--- config.mk ---
export PLATFORM = sky130hd
export DESIGN_NAME = icache
export DESIGN_NICKNAME = d
export VERILOG_FILES = /design/src/rtl/icache.sv
export SDC_FILE = /design/constraint.sdc
export NUM_CORES = 1
export LEC_CHECK = 0
export ABC_CLOCK_PERIOD_IN_PS = 9150
export CAP_MARGIN = 40
export CORE_ASPECT_RATIO = 1.5
export CORE_MARGIN = 2
export CORE_UTILIZATION = 45
export DETAILED_ROUTE_END_ITERATION = 8
export PLACE_DENSITY = 0.71
export SYNTH_ARGS = -nofsm -noshare
export SYNTH_HDL_FRONTEND = slang
export SYNTH_SLANG_ARGS = --single-unit
--- constraint.sdc ---
create_clock -name CLK -period 9.15 [get_ports CLK]
set_clock_uncertainty 0.2 [all_clocks]
set_input_delay 0.915 -clock CLK [delete_from_list [all_inputs] [get_ports CLK]]
set_output_delay 0.915 -clock CLK [all_outputs]
set_load 0.1 [all_outputs]
--- src/rtl/icache.sv ---
// icache: direct-mapped, one-word-per-frame instruction cache with a
// two-state IDLE/FETCH fill controller.
// Optional fetch statistics are enabled by defining ICACHE_STATS_EN;
// without it, hit_count and miss_count read constant zero.
module icache #(
   parameter int SETS = 16
) (
   input  logic        CLK,
   input  logic        nRST,
   input  logic        imemREN,
   input  logic [31:0] imemaddr,
   output logic        ihit,
   output logic [31:0] imemload,
   output logic        iREN,
   output logic [31:0] iaddr,
   input  logic        iwait,
   input  logic [31:0] iload,
   output logic [31:0] hit_count,
   output logic [31:0] miss_count
);

   localparam int INDEX_W = $clog2(SETS);
   localparam int TAG_W   = 32 - 2 - INDEX_W;

   typedef enum logic {IDLE, FETCH} state_t;

   state_t state_q, state_d;

   logic [SETS-1:0]  valid_q;
   logic [TAG_W-1:0] tag_q  [SETS];
   logic [31:0]      data_q [SETS];

   logic [INDEX_W-1:0] index;
   logic [TAG_W-1:0]   addrTag;
   logic               fillEn;
   logic               unusedOffset;

   // The byte offset never selects anything since every frame holds one word.
   assign unusedOffset = ^imemaddr[1:0];

   assign index   = imemaddr[2 +: INDEX_W];
   assign addrTag = imemaddr[31 -: TAG_W];

   // A fill only completes when the datapath still wants the word and memory has it.
   assign fillEn = (state_q == FETCH) && imemREN && !iwait;

   // Hit detection and data return; hits are only reported while idle.
   always_comb begin
      ihit     = 1'b0;
      imemload = 32'h0;
      if ((state_q == IDLE) && imemREN && valid_q[index] && (tag_q[index] == addrTag)) begin
         ihit     = 1'b1;
         imemload = data_q[index];
      end
   end

   // Next-state logic and memory-side request outputs.
   always_comb begin
      state_d = state_q;
      iREN    = 1'b0;
      iaddr   = 32'h0;
      unique case (state_q)
         IDLE: begin
            if (imemREN && !ihit) begin
               state_d = FETCH;
            end
         end
         FETCH: begin
            iREN  = 1'b1;
            iaddr = {imemaddr[31:2], 2'b00};
            if (!imemREN || !iwait) begin
               state_d = IDLE;
            end
         end
         default: state_d = IDLE;
      endcase
   end

   // State register; a reset mid-fill drops straight back to IDLE.
   always_ff @(posedge CLK or negedge nRST) begin
      if (!nRST) begin
         state_q <= IDLE;
      end else begin
         state_q <= state_d;
      end
   end

   // Valid bits are the only per-frame state cleared by reset.
   always_ff @(posedge CLK or negedge nRST) begin
      if (!nRST) begin
         valid_q <= '0;
      end else if (fillEn) begin
         valid_q[index] <= 1'b1;
      end
   end

   // Tag and data storage is left uninitialised; the valid bit guards it.
   always_ff @(posedge CLK) begin
      if (fillEn) begin
         tag_q[index]  <= addrTag;
         data_q[index] <= iload;
      end
   end

`ifdef ICACHE_STATS_EN
   logic [31:0] hitCnt_q, hitCnt_d;
   logic [31:0] missCnt_q, missCnt_d;

   // Saturating counters: hits per ihit cycle, misses per IDLE->FETCH move.
   always_comb begin
      hitCnt_d  = hitCnt_q;
      missCnt_d = missCnt_q;
      if (ihit && (hitCnt_q != 32'hFFFF_FFFF)) begin
         hitCnt_d = hitCnt_q + 32'd1;
      end
      if ((state_q == IDLE) && (state_d == FETCH) && (missCnt_q != 32'hFFFF_FFFF)) begin
         missCnt_d = missCnt_q + 32'd1;
      end
   end

   // Statistic registers cleared by reset.
   always_ff @(posedge CLK or negedge nRST) begin
      if (!nRST) begin
         hitCnt_q  <= 32'h0;
         missCnt_q <= 32'h0;
      end else begin
         hitCnt_q  <= hitCnt_d;
         missCnt_q <= missCnt_d;
      end
   end

   assign hit_count  = hitCnt_q;
   assign miss_count = missCnt_q;
`else
   assign hit_count  = 32'h0;
   assign miss_count = 32'h0;
`endif

endmodule

; ---- After elaboration in Yosys (flattened, before gate mapping)
; Memory sizes are Yosys's and may differ from the RTL's.
; Cells that the tools add are included.
[totals]
regBits = 17
latch_bits = 0
ram_bits = 928
romBits = 0
out_inout_bits = 130
wordCells = 33
mem_count = 2
[mem_list]
columns = name, depth, word_bits, read_ports, rd_clocked_by_memory_dff, write_ports, line
row1 = data_q, 16, 32, 1, 0, 1, 31  ; logic [31:0] data_q [SETS];
row2 = tag_q, 16, 26, 1, 0, 1, 30  ; logic [TAG_W-1:0] tag_q [SETS];
[classes]
addsub = 0
multipliers = 0
div_mod_pow = 0
n_lt_le_gt_ge = 2
eq_ne = 1
shift = 0
mux = 13
bitwise_logic = 2
n_reduce_logical = 11
[op_table]
columns = op, count
row1 = 2-to-1 mux 32 bit, 2
row2 = == test 26 bit, 1
row3 = bitwise OR 16 bit, 1
row4 = 2-to-1 mux 1 bit, 8
row5 = logical AND 1 bit, 7
row6 = < comparator 4 x 5 -> 1 bit (second input constant), 1
row7 = binary-select mux 1 bit (select 4 bit), 1
row8 = demux 1 bit (select 4 bit), 1
row9 = greater-or-equal comparator 4 x 1 -> 1 bit (second input constant), 1
row10 = zero test 1 bit, 3
row11 = case mux 1 bit (2 select lines), 1
row12 = logical OR 1 bit, 1
row13 = inverter 1 bit, 1

; ---- Logic depth before layout (Yosys ltp)
[logic_depth]
ltp_word = 9
mapped_depth = 13

; ---- Worst setup path before layout
; Ideal clock, no wire load.
[synth_path]
path_type = in2reg
startpoint = input imemaddr[5]
endpoint = register valid_q[1]
setup_time_ns = 0.089
arrival_time_ns = 6.357
required_time_ns = 8.861
slack_ns = 2.504
path_stages = 7
n_path_buf = 5
path_cell_list = buf_2 buf_4 buf_2 buf_2 clkbuf_1 nor3_1 or2_2
[synth_between]
elab_chain_cells = 5
elab_cells_between_ends = 6
cone_classes = order compare: 2 / mux: 2 / bitwise: 1 / reduce/logical: 1
[synth_lines]
columns = item, line
row1 = from (decl), 11  ; input logic [31:0] imemaddr,
row2 = < comparator 4 x 5 -> 1 bit (implied by the code) / greater-or-equal comparator 4 x 1 -> 1 bit (equally long branches), 93  ; valid_q[index] <= 1'b1;
row3 = logical AND 1 bit (implied by the code), 93
row4 = 2-to-1 mux 1 bit (implied by the code), 93
row5 = demux 1 bit (select 4 bit) (*), 93
row6 = bitwise OR 16 bit (no source line) (*), -
row7 = to (signal assigned), 91  ; valid_q <= '0;
row8 = "to (signal, indexed assignment)", 93
row9 = to (decl), 29  ; logic [SETS-1:0] valid_q;
; Mark *: on every way between the ends. The rest lies on a longest branch, timed or not.
; A chain may end at the register's enable or synchronous reset.

; ---- Final worst setup path
[layout_path]
startpoint = input imemaddr[3]
endpoint = output imemload[3]
[layout_between]
elab_chain_cells = 5
elab_cells_between_ends = 8
cone_classes = eq/ne: 1 / mux: 3 / reduce/logical: 2 / memory: 2
[layout_lines]
columns = item, line
row1 = "parallel branches: the longest is 4 deep, another holds memory (16 x 26 bit)", -
row2 = 2-to-1 mux 32 bit (*), 51  ; if ((state_q == IDLE) && imemREN && valid_q[index] && (tag_q[index] == addrTag)) begin
row3 = to (decl), 13  ; output logic [31:0] imemload,
; Every way passes the cells marked *. The select of a mux whose other input is x is not followed.

==> impl_metrics.yaml <==
outcome:
  status: "finished clean"
timing:
  setup-violations-final: 0
  grt_setup_unrepaired: "no"
  finalHoldViolCount: 0
  slew_violations: 0
  worst_slew_pin_slew_ns: 0.934
  max-slew-margin-rel_pct: 37.7
  final.setup.worst_slack_ns: 2.19
  fin_crit_ns: 6.96
  fin_crit_sh_pct: 76.0
  holdWs_ns: 0.263
  clock.fmax_mhz: 144
  tns_ns: 0
clocking:
  cts-htree-levels: 3
  clock_sinks: 945
  cts_made_buffers: 82
  cts_root_buf: "clkbuf_16"
  post_cts_buffers: 0
  cts_resized: 0
  clock_path_buffers: 3
  cts_tree: "yes"
  ctsHoldBuffers: 0
  clk_pin_slew_ns: 0.06
  clk_latency_ns: 0.65
cells_and_area:
  regArea_um2: 28300
  final_cell_mix: "928 x edfxtp_1, 236 x mux4_2, 123 x clkdlybuf4s50_1, 82 x clkbuf_16, 74 x mux2i_1"
  fin_area_um2: 44100
  drive_above_1_share_pct: 27.1
  layout_commonest_cell: "edfxtp_1"
  syn2layout_area_growth_pct: 17.2
  multi_input_area_um2: 8660
  fillers: 6260
  fin_nets: 2075
synth:
  synth-seq-cells: 945
  ys.flop_type: "edfxtp_1"
  ys_async_sr_fraction_pct: 1.80
  synthCells: 1747
  synth.largest_area_cell: "edfxtp_1"
  synth_top_area_share_pct: 74.1
  ys_top_cells_by_area: "edfxtp_1 74%, mux4_2 14%, mux2i_1 2.0%"
  synth_area_um2: 37600
  synth-edff-count: 928
  synth.distinct_cells: 66
  ys_seq_area_share_pct: 75.2
  postSynthAreaPerCell_um2: 21.5
  ys_warn_count: 0
drt:
  wl_per_cell_um: 27.0
  drc: 0
  viasPerCell: 5.73
  drt_wl_total_um: 86100
  drtIter0Drc: 1763
  vias: 18200
  first_pass_iters: 5
  ant_nets: 0
setup_path:
  crit_fanout: 71
  crit_family: "buffers and inverters"
  crit_path_end_kind: "primary output"
  crit_required_ns: 8.04
  cp_num_buf_inv: 5
  arrival_ns: 5.84
  critical_path_class: "in -> out"
  critPathLaunchType: "primary input"
  slowest_delay_ns: 0.76
  path_cells: "clkbuf_8 > buf_4 > mux4_2 > a222oi_1 > o2111ai_1 > o31ai_1 > nand4_1 > a22oi_1 > nand4_4 > buf_4 > nor2b_1 > clkdlybuf4s50_1 > buf_8"
  cpMaxStageDelayCell: "buf_4"
  crit_top_cell: "buf_4"
power:
  ir_drop_uv: 170
  power_leakage_nw: 14.3
  power-per-cell-area_nw_per_um2: 200
  finalPower_w: 0.00884
placed_design:
  dpl.hpwl_um: 48000
  place_congestion: 0.806
  postPlaceCellArea_um2: 41500
  dp_slack_ns: 2.13
  io_buffers: 129
die:
  io_pins: 198
  dieArea_um2: 86000
  start_util_pct: 45.5
  fp.dieH_um: 358
  num_rows: 129
  die_x_um: 240
  core-area_um2: 82600
grt:
  track_usage_pct: 20.2
  grt_pass1_vias: 18700
  grt_overflow: 0
  grt_max_degree: 72
  grt_pass1_wl_um: 125000
  grt_antenna_before_repair: 6
min_path:
  hold_class: "reg -> reg"
flow_run:
  max-cap-violations: 0
-- report_power, final --
part	leakage (nW)	internal (W)	switching, W
Combinational	4.47	0.000241	0.000441
Clock	1.25	0.00185	0.00152
Sequential	8.56	0.00478	0.00000980
Total	14.3	0.00687	0.00197
-- final cells by class --
cell class	instances	share of cell area (%)
multi-input combinational	700	19.6
antenna	1	0.00568
inverter	20	0.170
timing repair buffer	258	7.01
clock inverter	56	1.13
tap	1113	3.16
sequential	945	64.2
clock buffer	90	4.72
-- routing by layer --
metal	GRT usage, %	part of all wire (%)	routed length, um	vias to the layer above
met5	0	0.062	53	-
met4	7.94	3.2	2760	8
met3	2.72	6.5	5610	156
met2	34.8	52	44600	803
met1	26.2	38	33000	9666
li1	-	-	-	7610
-- stage by stage --
| stage | utilization (%) | instances |
|---|---|---|
| 3_3_place_gp | 48.5 | 2954 |
| 2_1_floorplan | - | 1812 |
| 5_1_grt | 53.4 | 3183 |
| 6_report | 53.4 | 3183 |
| 4_1_cts | 53.4 | 3182 |
| 3_5_place_dp | 50.2 | 3036 |
-- final timing paths --
path | start | depth (start not counted) | slack [ns] | to
worst max-delay path | imemaddr[3] | 13 | 2.19 | imemload[3]
worst min-delay path | valid_q[15]$_DFFE_PN0P_ | 1 | 0.26 | valid_q[15]$_DFFE_PN0P_
worst max register to register | state_q$_DFF_PN0_ | 6 | 5.58 | data_q[12][15]$_DFFE_PP_
worst min register to register | valid_q[15]$_DFFE_PN0P_ | 1 | 0.26 | valid_q[15]$_DFFE_PN0P_
max in group asynchronous | nRST | 1 | 7.60 | valid_q[4]$_DFFE_PN0P_
min in group asynchronous | nRST | 1 | 0.58 | valid_q[11]$_DFFE_PN0P_
-- flip-flops by register name, indices dropped and copies added, names as in the netlist --
name and cells:
state_q 1, valid_q 16, tag_q 416, data_q 512
-- synthesized netlist by cell type, types with 13 or more instances --
master / instances
buf_4: 77
mux2i_1: 74
edfxtp_1: 928
nor3_1: 16
inv_1: 19
o21ai_0: 14
nor2_1: 25
a22oi_1: 13
buf_2: 25
nand2_1: 32
nor2b_1: 29
mux4_2: 236
dfrtp_1: 17
and2_1: 32
a22o_1: 14
or2_2: 18
mux2_2: 14
clkbuf_1: 33
-- cell families (layout without fill, tap and decap cells) --
group	count (synthesis)	in the layout	synth area share (%)
flops	945	945	75.2
mux	327	327	16.7
simple gates	194	194	3.00
buf+inv	167	424	2.74
compound gates	98	98	2.00
xor+xnor	15	15	0.349
other cells	1	67	0.00997
Power figures use the tool's default switching activity.
